### config.mk
export PLATFORM = sky130hd
export DESIGN_NAME = calc_job_arbiter
export DESIGN_NICKNAME = d
export VERILOG_FILES = /design/src/rtl/calc_job_arbiter.sv
export SDC_FILE = /design/constraint.sdc
export NUM_CORES = 1
export LEC_CHECK = 0
export CORE_AREA = 4 4 118 120
export CTS_CLUSTER_SIZE = 10
export DETAILED_ROUTE_END_ITERATION = 8
export DIE_AREA = 0 0 122 124
export HOLD_SLACK_MARGIN = 0.1
export PLACE_DENSITY = 0.77
export SYNTH_ARGS = -nofsm -noshare
export SYNTH_HDL_FRONTEND = slang
export SYNTH_SLANG_ARGS = --single-unit
export TNS_END_PERCENT = 10
### constraint.sdc
create_clock -name clk -period 1.65 [get_ports clk]
set_input_delay 0.165 -clock clk [delete_from_list [all_inputs] [get_ports clk]]
set_output_delay 0.165 -clock clk [all_outputs]
set_load 0.01 [all_outputs]
### src/rtl/calc_job_arbiter.sv
// Two-requester round-robin front end for a single shared calculator.
// Optional WAIT timeout with calculator abort is enabled by defining CALC_TIMEOUT_EN.
module calc_job_arbiter #(
  parameter int unsigned TIMEOUT_CYCLES = 4096
) (
  input  logic        clk,
  input  logic        reset,
  input  logic        req0,
  input  logic        req1,
  input  logic [2:0]  mode0,
  input  logic [2:0]  mode1,
  input  logic [31:0] x0,
  input  logic [31:0] x1,
  input  logic [31:0] n0,
  input  logic [31:0] n1,
  output logic        gnt0,
  output logic        gnt1,
  output logic        calc_start,
  output logic [2:0]  calc_mode,
  output logic [31:0] calc_input,
  output logic [31:0] calc_n,
  input  logic        calc_done,
  input  logic [31:0] calc_result,
  output logic        calc_abort,
  output logic        rsp_valid,
  input  logic        rsp_ready,
  output logic        rsp_id,
  output logic [31:0] rsp_data,
  output logic        rsp_err,
  output logic        busy
);

  typedef enum logic [2:0] {
    ST_IDLE  = 3'd0,
    ST_ISSUE = 3'd1,
    ST_WAIT  = 3'd2,
    ST_RESP  = 3'd3
`ifdef CALC_TIMEOUT_EN
    , ST_ABORT = 3'd4
`endif
  } state_t;

  // A timeout shorter than two cycles would abort before the calculator could ever answer.
  if (TIMEOUT_CYCLES < 2) begin : g_bad_timeout
    $error("calc_job_arbiter: TIMEOUT_CYCLES must be at least 2");
  end

  // Round-robin choice: true when requester 1 should win this cycle.
  function automatic logic rr_pick1(input logic r0, input logic r1, input logic last_gnt);
    logic pick;
    if (r0 && r1) begin
      pick = ~last_gnt;
    end else begin
      pick = r1;
    end
    return pick;
  endfunction

  state_t      state_r;
  logic        last_r;
  logic        id_r;
  logic        calc_start_r;
  logic [2:0]  calc_mode_r;
  logic [31:0] calc_input_r;
  logic [31:0] calc_n_r;
  logic        rsp_valid_r;
  logic        rsp_id_r;
  logic [31:0] rsp_data_r;
  logic        pick1_s;
  logic        gnt0_s;
  logic        gnt1_s;

`ifdef CALC_TIMEOUT_EN
  localparam int unsigned TMO_W = (TIMEOUT_CYCLES > 2) ? $clog2(TIMEOUT_CYCLES) : 1;
  localparam logic [TMO_W-1:0] TMO_LAST = TMO_W'(TIMEOUT_CYCLES - 1);

  logic [TMO_W-1:0] tmo_cnt_r;
  logic             calc_abort_r;
  logic             rsp_err_r;
`endif

  // Grant decode: only in IDLE and never while reset is asserted.
  always_comb begin
    pick1_s = 1'b0;
    gnt0_s  = 1'b0;
    gnt1_s  = 1'b0;
    if (reset && (state_r == ST_IDLE)) begin
      pick1_s = rr_pick1(req0, req1, last_r);
      gnt0_s  = req0 & ~pick1_s;
      gnt1_s  = req1 & pick1_s;
    end else begin
      pick1_s = 1'b0;
      gnt0_s  = 1'b0;
      gnt1_s  = 1'b0;
    end
  end

  // Job sequencing FSM with all calculator and response outputs registered.
  always_ff @(posedge clk) begin
    if (!reset) begin
      state_r      <= ST_IDLE;
      last_r       <= 1'b1;
      id_r         <= 1'b0;
      calc_start_r <= 1'b0;
      calc_mode_r  <= 3'd0;
      calc_input_r <= 32'd0;
      calc_n_r     <= 32'd0;
      rsp_valid_r  <= 1'b0;
      rsp_id_r     <= 1'b0;
      rsp_data_r   <= 32'd0;
`ifdef CALC_TIMEOUT_EN
      tmo_cnt_r    <= '0;
      calc_abort_r <= 1'b0;
      rsp_err_r    <= 1'b0;
`endif
    end else begin
      case (state_r)
        ST_IDLE: begin
          if (gnt0_s || gnt1_s) begin
            id_r         <= gnt1_s;
            last_r       <= gnt1_s;
            calc_mode_r  <= gnt1_s ? mode1 : mode0;
            calc_input_r <= gnt1_s ? x1 : x0;
            calc_n_r     <= gnt1_s ? n1 : n0;
            calc_start_r <= 1'b1;
            state_r      <= ST_ISSUE;
          end else begin
            state_r      <= ST_IDLE;
          end
        end
        ST_ISSUE: begin
          // calc_done is deliberately not looked at here.
          calc_start_r <= 1'b0;
`ifdef CALC_TIMEOUT_EN
          tmo_cnt_r    <= '0;
`endif
          state_r      <= ST_WAIT;
        end
        ST_WAIT: begin
          if (calc_done) begin
            rsp_valid_r <= 1'b1;
            rsp_id_r    <= id_r;
            rsp_data_r  <= calc_result;
`ifdef CALC_TIMEOUT_EN
            rsp_err_r   <= 1'b0;
`endif
            state_r     <= ST_RESP;
          end
`ifdef CALC_TIMEOUT_EN
          else if (tmo_cnt_r == TMO_LAST) begin
            calc_abort_r <= 1'b1;
            state_r      <= ST_ABORT;
          end else begin
            tmo_cnt_r    <= tmo_cnt_r + 1'b1;
          end
`else
          else begin
            state_r     <= ST_WAIT;
          end
`endif
        end
`ifdef CALC_TIMEOUT_EN
        ST_ABORT: begin
          calc_abort_r <= 1'b0;
          rsp_valid_r  <= 1'b1;
          rsp_id_r     <= id_r;
          rsp_data_r   <= 32'd0;
          rsp_err_r    <= 1'b1;
          state_r      <= ST_RESP;
        end
`endif
        ST_RESP: begin
          if (rsp_ready) begin
            rsp_valid_r <= 1'b0;
            state_r     <= ST_IDLE;
          end else begin
            state_r     <= ST_RESP;
          end
        end
        default: begin
          calc_start_r <= 1'b0;
          rsp_valid_r  <= 1'b0;
          state_r      <= ST_IDLE;
        end
      endcase
    end
  end

  assign gnt0       = gnt0_s;
  assign gnt1       = gnt1_s;
  assign calc_start = calc_start_r;
  assign calc_mode  = calc_mode_r;
  assign calc_input = calc_input_r;
  assign calc_n     = calc_n_r;
  assign rsp_valid  = rsp_valid_r;
  assign rsp_id     = rsp_id_r;
  assign rsp_data   = rsp_data_r;
  assign busy       = (state_r != ST_IDLE);

`ifdef CALC_TIMEOUT_EN
  assign calc_abort = calc_abort_r;
  assign rsp_err    = rsp_err_r;
`else
  assign calc_abort = 1'b0;
  assign rsp_err    = 1'b0;
`endif

endmodule

## Yosys cells after proc, flatten, opt, wreduce, memory -nomap -nowiden

Cells that the tools add are included.

| storage, ports and cells | value |
|---|---|
| logic and storage cells | 49 |
| register bits after elaboration | 107 |
| input port bits | 172 |

| operators by class | value |
|---|---|
| bitwise operators | 6 |
| multiplexer cells | 16 |
| equality and inequality tests | 6 |
| reductions and logical operators | 11 |

Operators with widths:

| operator | count |
|---|---|
| 32-bit two-way mux | 2 |
| 3-bit case mux with 4 select lines | 1 |
| 1-bit two-way mux | 9 |
| 3-bit by 2-bit equality test with 1-bit output (second input constant) | 2 |
| 2-bit AND reduction | 3 |
| 2-bit inequality test (second input constant) | 2 |
| 1-bit NOT | 4 |
| 2-bit OR reduction | 2 |
| 3-bit by 1-bit equality test with 1-bit output (second input constant) | 1 |
| 3-bit logical NOT | 1 |
| 3-bit two-way mux | 1 |
| 1-bit case mux with 3 select lines | 1 |
| 3-bit AND reduction | 1 |
| 3-bit nonzero test | 1 |
| 1-bit AND | 2 |
| 1-bit logical AND | 2 |
| 2-bit two-way mux | 1 |
| 2-bit by 1-bit inequality test with 1-bit output (second input constant) | 1 |
| 1-bit case mux with 2 select lines | 1 |
| 1-bit logical OR | 1 |

## Depth between registers and ports, before layout

| depth | value |
|---|---|
| depth after elaboration | 9 |
| mapped depth | 7 |
| gate-level depth less buffers | 3 |

## Worst setup path before layout

No wires, ideal clock.

| timing path | value |
|---|---|
| kind | flip-flop to flip-flop |
| from | register state_r[0] |
| to | register calc_n_r[10], in the netlist calc_n[10] |
| library setup time | 0.147 ns |
| required time | 1.503 ns |
| setup slack | 0.113 ns |
| stages on the path, launching flop included | 7 |
| arrival time | 1.390 ns |
| path through | dfxtp_1 -> buf_2 -> or3b_4 -> buf_4 -> buf_2 -> o21ai_1 -> a311oi_2 |

| between the ends | value |
|---|---|
| cells in the longest elaborated chain, start to end | 5 |
| elaborated cells on any way between the ends | 7 |
| those cells by class | mux: 3; reduce/logical: 4 |

RTL lines:

| item | RTL line | text |
|---|---|---|
| from (decl) | 59 | `state_t state_r;` |
| from (signal assigned) | 101 | `state_r <= ST_IDLE;` |
| from (signal assigned) | 126 | `state_r <= ST_ISSUE;` |
| from (signal assigned) | 128 | `state_r <= ST_IDLE;` |
| 3-bit logical NOT (*) | 87, 117 |  |
| 1-bit logical AND | 87 | `if (reset && (state_r == ST_IDLE)) begin` |
| 1-bit two-way mux | 87 |  |
| 1-bit logical OR | 119 | `if (gnt0_s \|\| gnt1_s) begin` |
| 2-bit AND reduction (no source line) | - |  |
| to (signal assigned) | 124 | `calc_n_r <= gnt1_s ? n1 : n0;` |
| to (decl) | 65 | `logic [31:0] calc_n_r;` |

Every way passes the cells marked *; elsewhere a longest branch is shown, timed or not.
A chain may end at the register's enable or synchronous reset.

## Final worst setup path

| timing path | value |
|---|---|
| from | register state_r[1] |
| to | output port busy |

| between the ends | value |
|---|---|
| cells in the longest elaborated chain, start to end | 1 |

RTL lines:

| item | RTL line | text |
|---|---|---|
| 3-bit nonzero test | 198 | `assign busy = (state_r != ST_IDLE);` |
| to (decl) | 30 | `output logic busy` |

No other way between the ends.

==> run_results.csv <==
group,metric,value,unit
cells_and_area,seqCellArea,0.002123,mm²
setup_path,crit_family,"buffers and inverters",
clock_tree,cts_max_level,3,
sta,fin_crit_sh,97.91,%
yosys,ys_warn_count,0,
sta,slew_headroom,64.53,%
grt,antenna_found_initial,0,
sta,setup_viol,0,
yosys,synth.most_common_cell,"dfxtp_1",
setup_path,crit_cells,4,
yosys,synth_area,0.004895,mm²
die,rows,42,
detailed_routing,drt_wl_total,19610,µm
setup_path,arrival,1.45,ns
yosys,yosysSeqAreaShare,43.35,%
setup_path,r2r_cells,6,
min_path,min_path_cells,3,
sta,min_period,1.615,ns
clock_tree,cts_setup_buffers,0,
power,p_total,7.294,mW
cells_and_area,finalNetCount,1004,
setup_path,crit_chain,"buf_4 > buf_4 > or2_2 > buf_2",
power,switching_share,29.80,%
sta,finalHoldViolations,0,
grt,grt_max_degree,81,
place,io_buffers,276,
power,p_int,5.120,mW
clock_tree,clk_latency,0.36,ns
clock_tree,hold_buffers,0,
sta,worst_slew_pin_slew,0.5320,ns
yosys,synth_seq_cells,106,
die,io_pins,279,
place,post_dp_cell_area,0.007905,mm²
detailed_routing,final_antenna_net_count,0,
power,pwr_density_cell,871.9,mW/mm²
detailed_routing,drt_first_pass_iters,5,
place,hpwl,13370,µm
grt,gr-total-overflow,0,
cells_and_area,syn2layout_area_growth,70.91,%
sta,rsz0062_at_grt,"yes",
power,switchingPower,2.174,mW
die,core-area,0.01298,mm²
setup_path,cp_num_buf_inv,3,
grt,grt_pass1_wl,28400,µm
detailed_routing,vias,5710,
grt,grt_pass1_vias,5609,
yosys,postSynthAreaPerCell,8.483,µm²
cells_and_area,diodes,0,
clock_tree,cts_buffers,9,
clock_tree,cts_sinks,106,
setup_path,required,1.48,ns
place,gp_congestion,0.8139,
detailed_routing,initialDrtViolationCount,397,
yosys,async_reset_ff_share,0,%
sta,finClkSkew,0.003736,ns
yosys,synth.distinct_cells,32,
setup_path,cp_slowest_cell,"dfxtp_1",
run_status,status,"finished, final reports clean",
power,comb_power_share,29.7,%
yosys,synth.area.top_cells,"dfxtp_1, a21oi_1, a311oi_2, nand3_1, o21ai_1",
yosys,synth_edf_count,0,
setup_path,path_common_cell,"buf_4",
setup_path,start_kind,"register",
cells_and_area,multi_input_area,0.002439,mm²
place,dp_cells,993,
power,pwr-share-seq,39.7,%
detailed_routing,drcViolationCount,0,
yosys,synth_ff_type,"dfxtp_1",
setup_path,cp_max_fo,3,
die,dieArea,0.01513,mm²
clock_tree,cts-root-buf,"clkbuf_16",
die,die_w,122,µm
cells_and_area,finalInstanceArea,0.008366,mm²
clock_tree,cts_tree,"done",
yosys,synth_top_area_share,43.35,%
cells_and_area,fin_cells,1013,
sta,timing.fmax,619.0,MHz
die,start_util,37.71,%
setup_path,slowest_delay,0.33,ns
yosys,synth_largest_area_cell,"dfxtp_1",
clock_tree,clkTransAtPathRegs,0.07,ns
yosys,synth_common_cells,"dfxtp_1, a21oi_1, nand2_1, nand3_1, o21ai_1",
run,cap_violations,0,
setup_path,worstSetupPathType,"reg2out",
detailed_routing,wire_per_inst,19.36,µm
cells_and_area,drive_gt1_share,12.54,%
detailed_routing,vias_per_cell,5.637,
min_path,hold_path.class,"in2reg",
power,p_clk_share,30.6,%
power,ir_drop,0.4224,mV
sta,drv_slew,0,
setup_path,end_kind,"output port",
cells_and_area,nFillCells,1070,
clock_tree,clock_path_buffers,2,
power,p_leak,2.796,nW
grt,globalRouteTotalUtil,23.71,%
yosys,synth_cells,577,
die,chipHeight,124,µm
-- cell type report --
class	instances	area share, %
Inverter	2	0.1047
Clock inverter	7	0.9273
Multi-Input combinational cell	396	29.15
Timing Repair Buffer	317	39.11
Sequential cell	106	25.38
Tap cell	176	2.632
Clock buffer	9	2.692
-- path summary, 6_finish.rpt --
kind | start | endpoint | slack (ns)
max | state_r[1]$_SDFF_PN0_ | busy | 0.03
min reg2reg | rsp_data[16]$_SDFFE_PN0P_ | rsp_data[16]$_SDFFE_PN0P_ | 0.46
min | calc_result[7] | rsp_data[7]$_SDFFE_PN0P_ | 0.35
max reg2reg | state_r[0]$_SDFF_PN0_ | calc_n[7]$_SDFFE_PN0P_ | 0.05
-- per-stage QoR --
step	hold slack [ns]	utilization (%)	setup TNS, ns	setup slack [ns]
final	0.3455	64.45	0	0.03455
after global routing	0.3474	64.45	-0.1242	-0.03700
after CTS	0.3357	63.35	-0.008556	-0.008556
after detailed placement	0.4478	60.90	-21.34	-0.3748
after global placement	0.4413	60.90	-17.61	-0.3166
after floorplan	0.2539	-	0	0.1134
-- layout by cell type, fill, tap and decap left out, drive strengths merged, types with 2 or more instances in the layout --
cell / instances
dfxtp: 106
and3: 2
or3b: 2
inv: 3
nand2: 69
nand3b: 2
clkinv: 4
a311oi: 67
conb: 2
clkbuf: 13
buf: 40
a21oi: 102
nor2: 2
nand3: 68
clkdlybuf4s50: 273
o21ai: 68
or2: 2
-- cells by family after synthesis --
logic type	share of synthesized area [%]
AND/OR/NAND/NOR	14.32
buffers and inverters	8.052
AO/OA/AOI/OAI	34.20
other	0.07661
flip-flops	43.35
-- power groups by stage --
stage,clock network (mW),registers [mW],logic [mW]
floorplan,0,3.02,0.865
global placement,0,2.94,2.00
detailed placement,0,2.95,2.05
CTS,2.27,2.89,2.06
global route,2.39,2.92,2.31
finish,2.23,2.90,2.17
-- worst register-to-register path, stage by stage, from the launching register on --
cell and delay [ns]:
dfxtp_1 0.32, buf_4 0.15, nor3b_4 0.21, buf_6 0.20
clkbuf_16 0.26, nand3_1 0.12, a311oi_2 0.27
-- sequential cells by signal, indices dropped and copies added, names as in the netlist --
register / count
calc_input: 32
calc_n: 32
rsp_data: 32
calc_mode: 3
state_r: 2
calc_start: 1
id_r: 1
last_r: 1
rsp_id: 1
rsp_valid: 1
-- what timing repair did --
item                                    in CTS  in global routing
pin swaps                                    2                  4
cloned                                       0                  4
gates resized for setup                     16                 11
endpoints found under the setup margin      13                 68
-- routing by layer --
layer	share of wire, %	global-route usage (%)
met3	9.7	7.539
met2	49	40.30
met4	3.5	12.11
met1	38	26.80
met5	0	0
(Power assumes the default switching activity.)
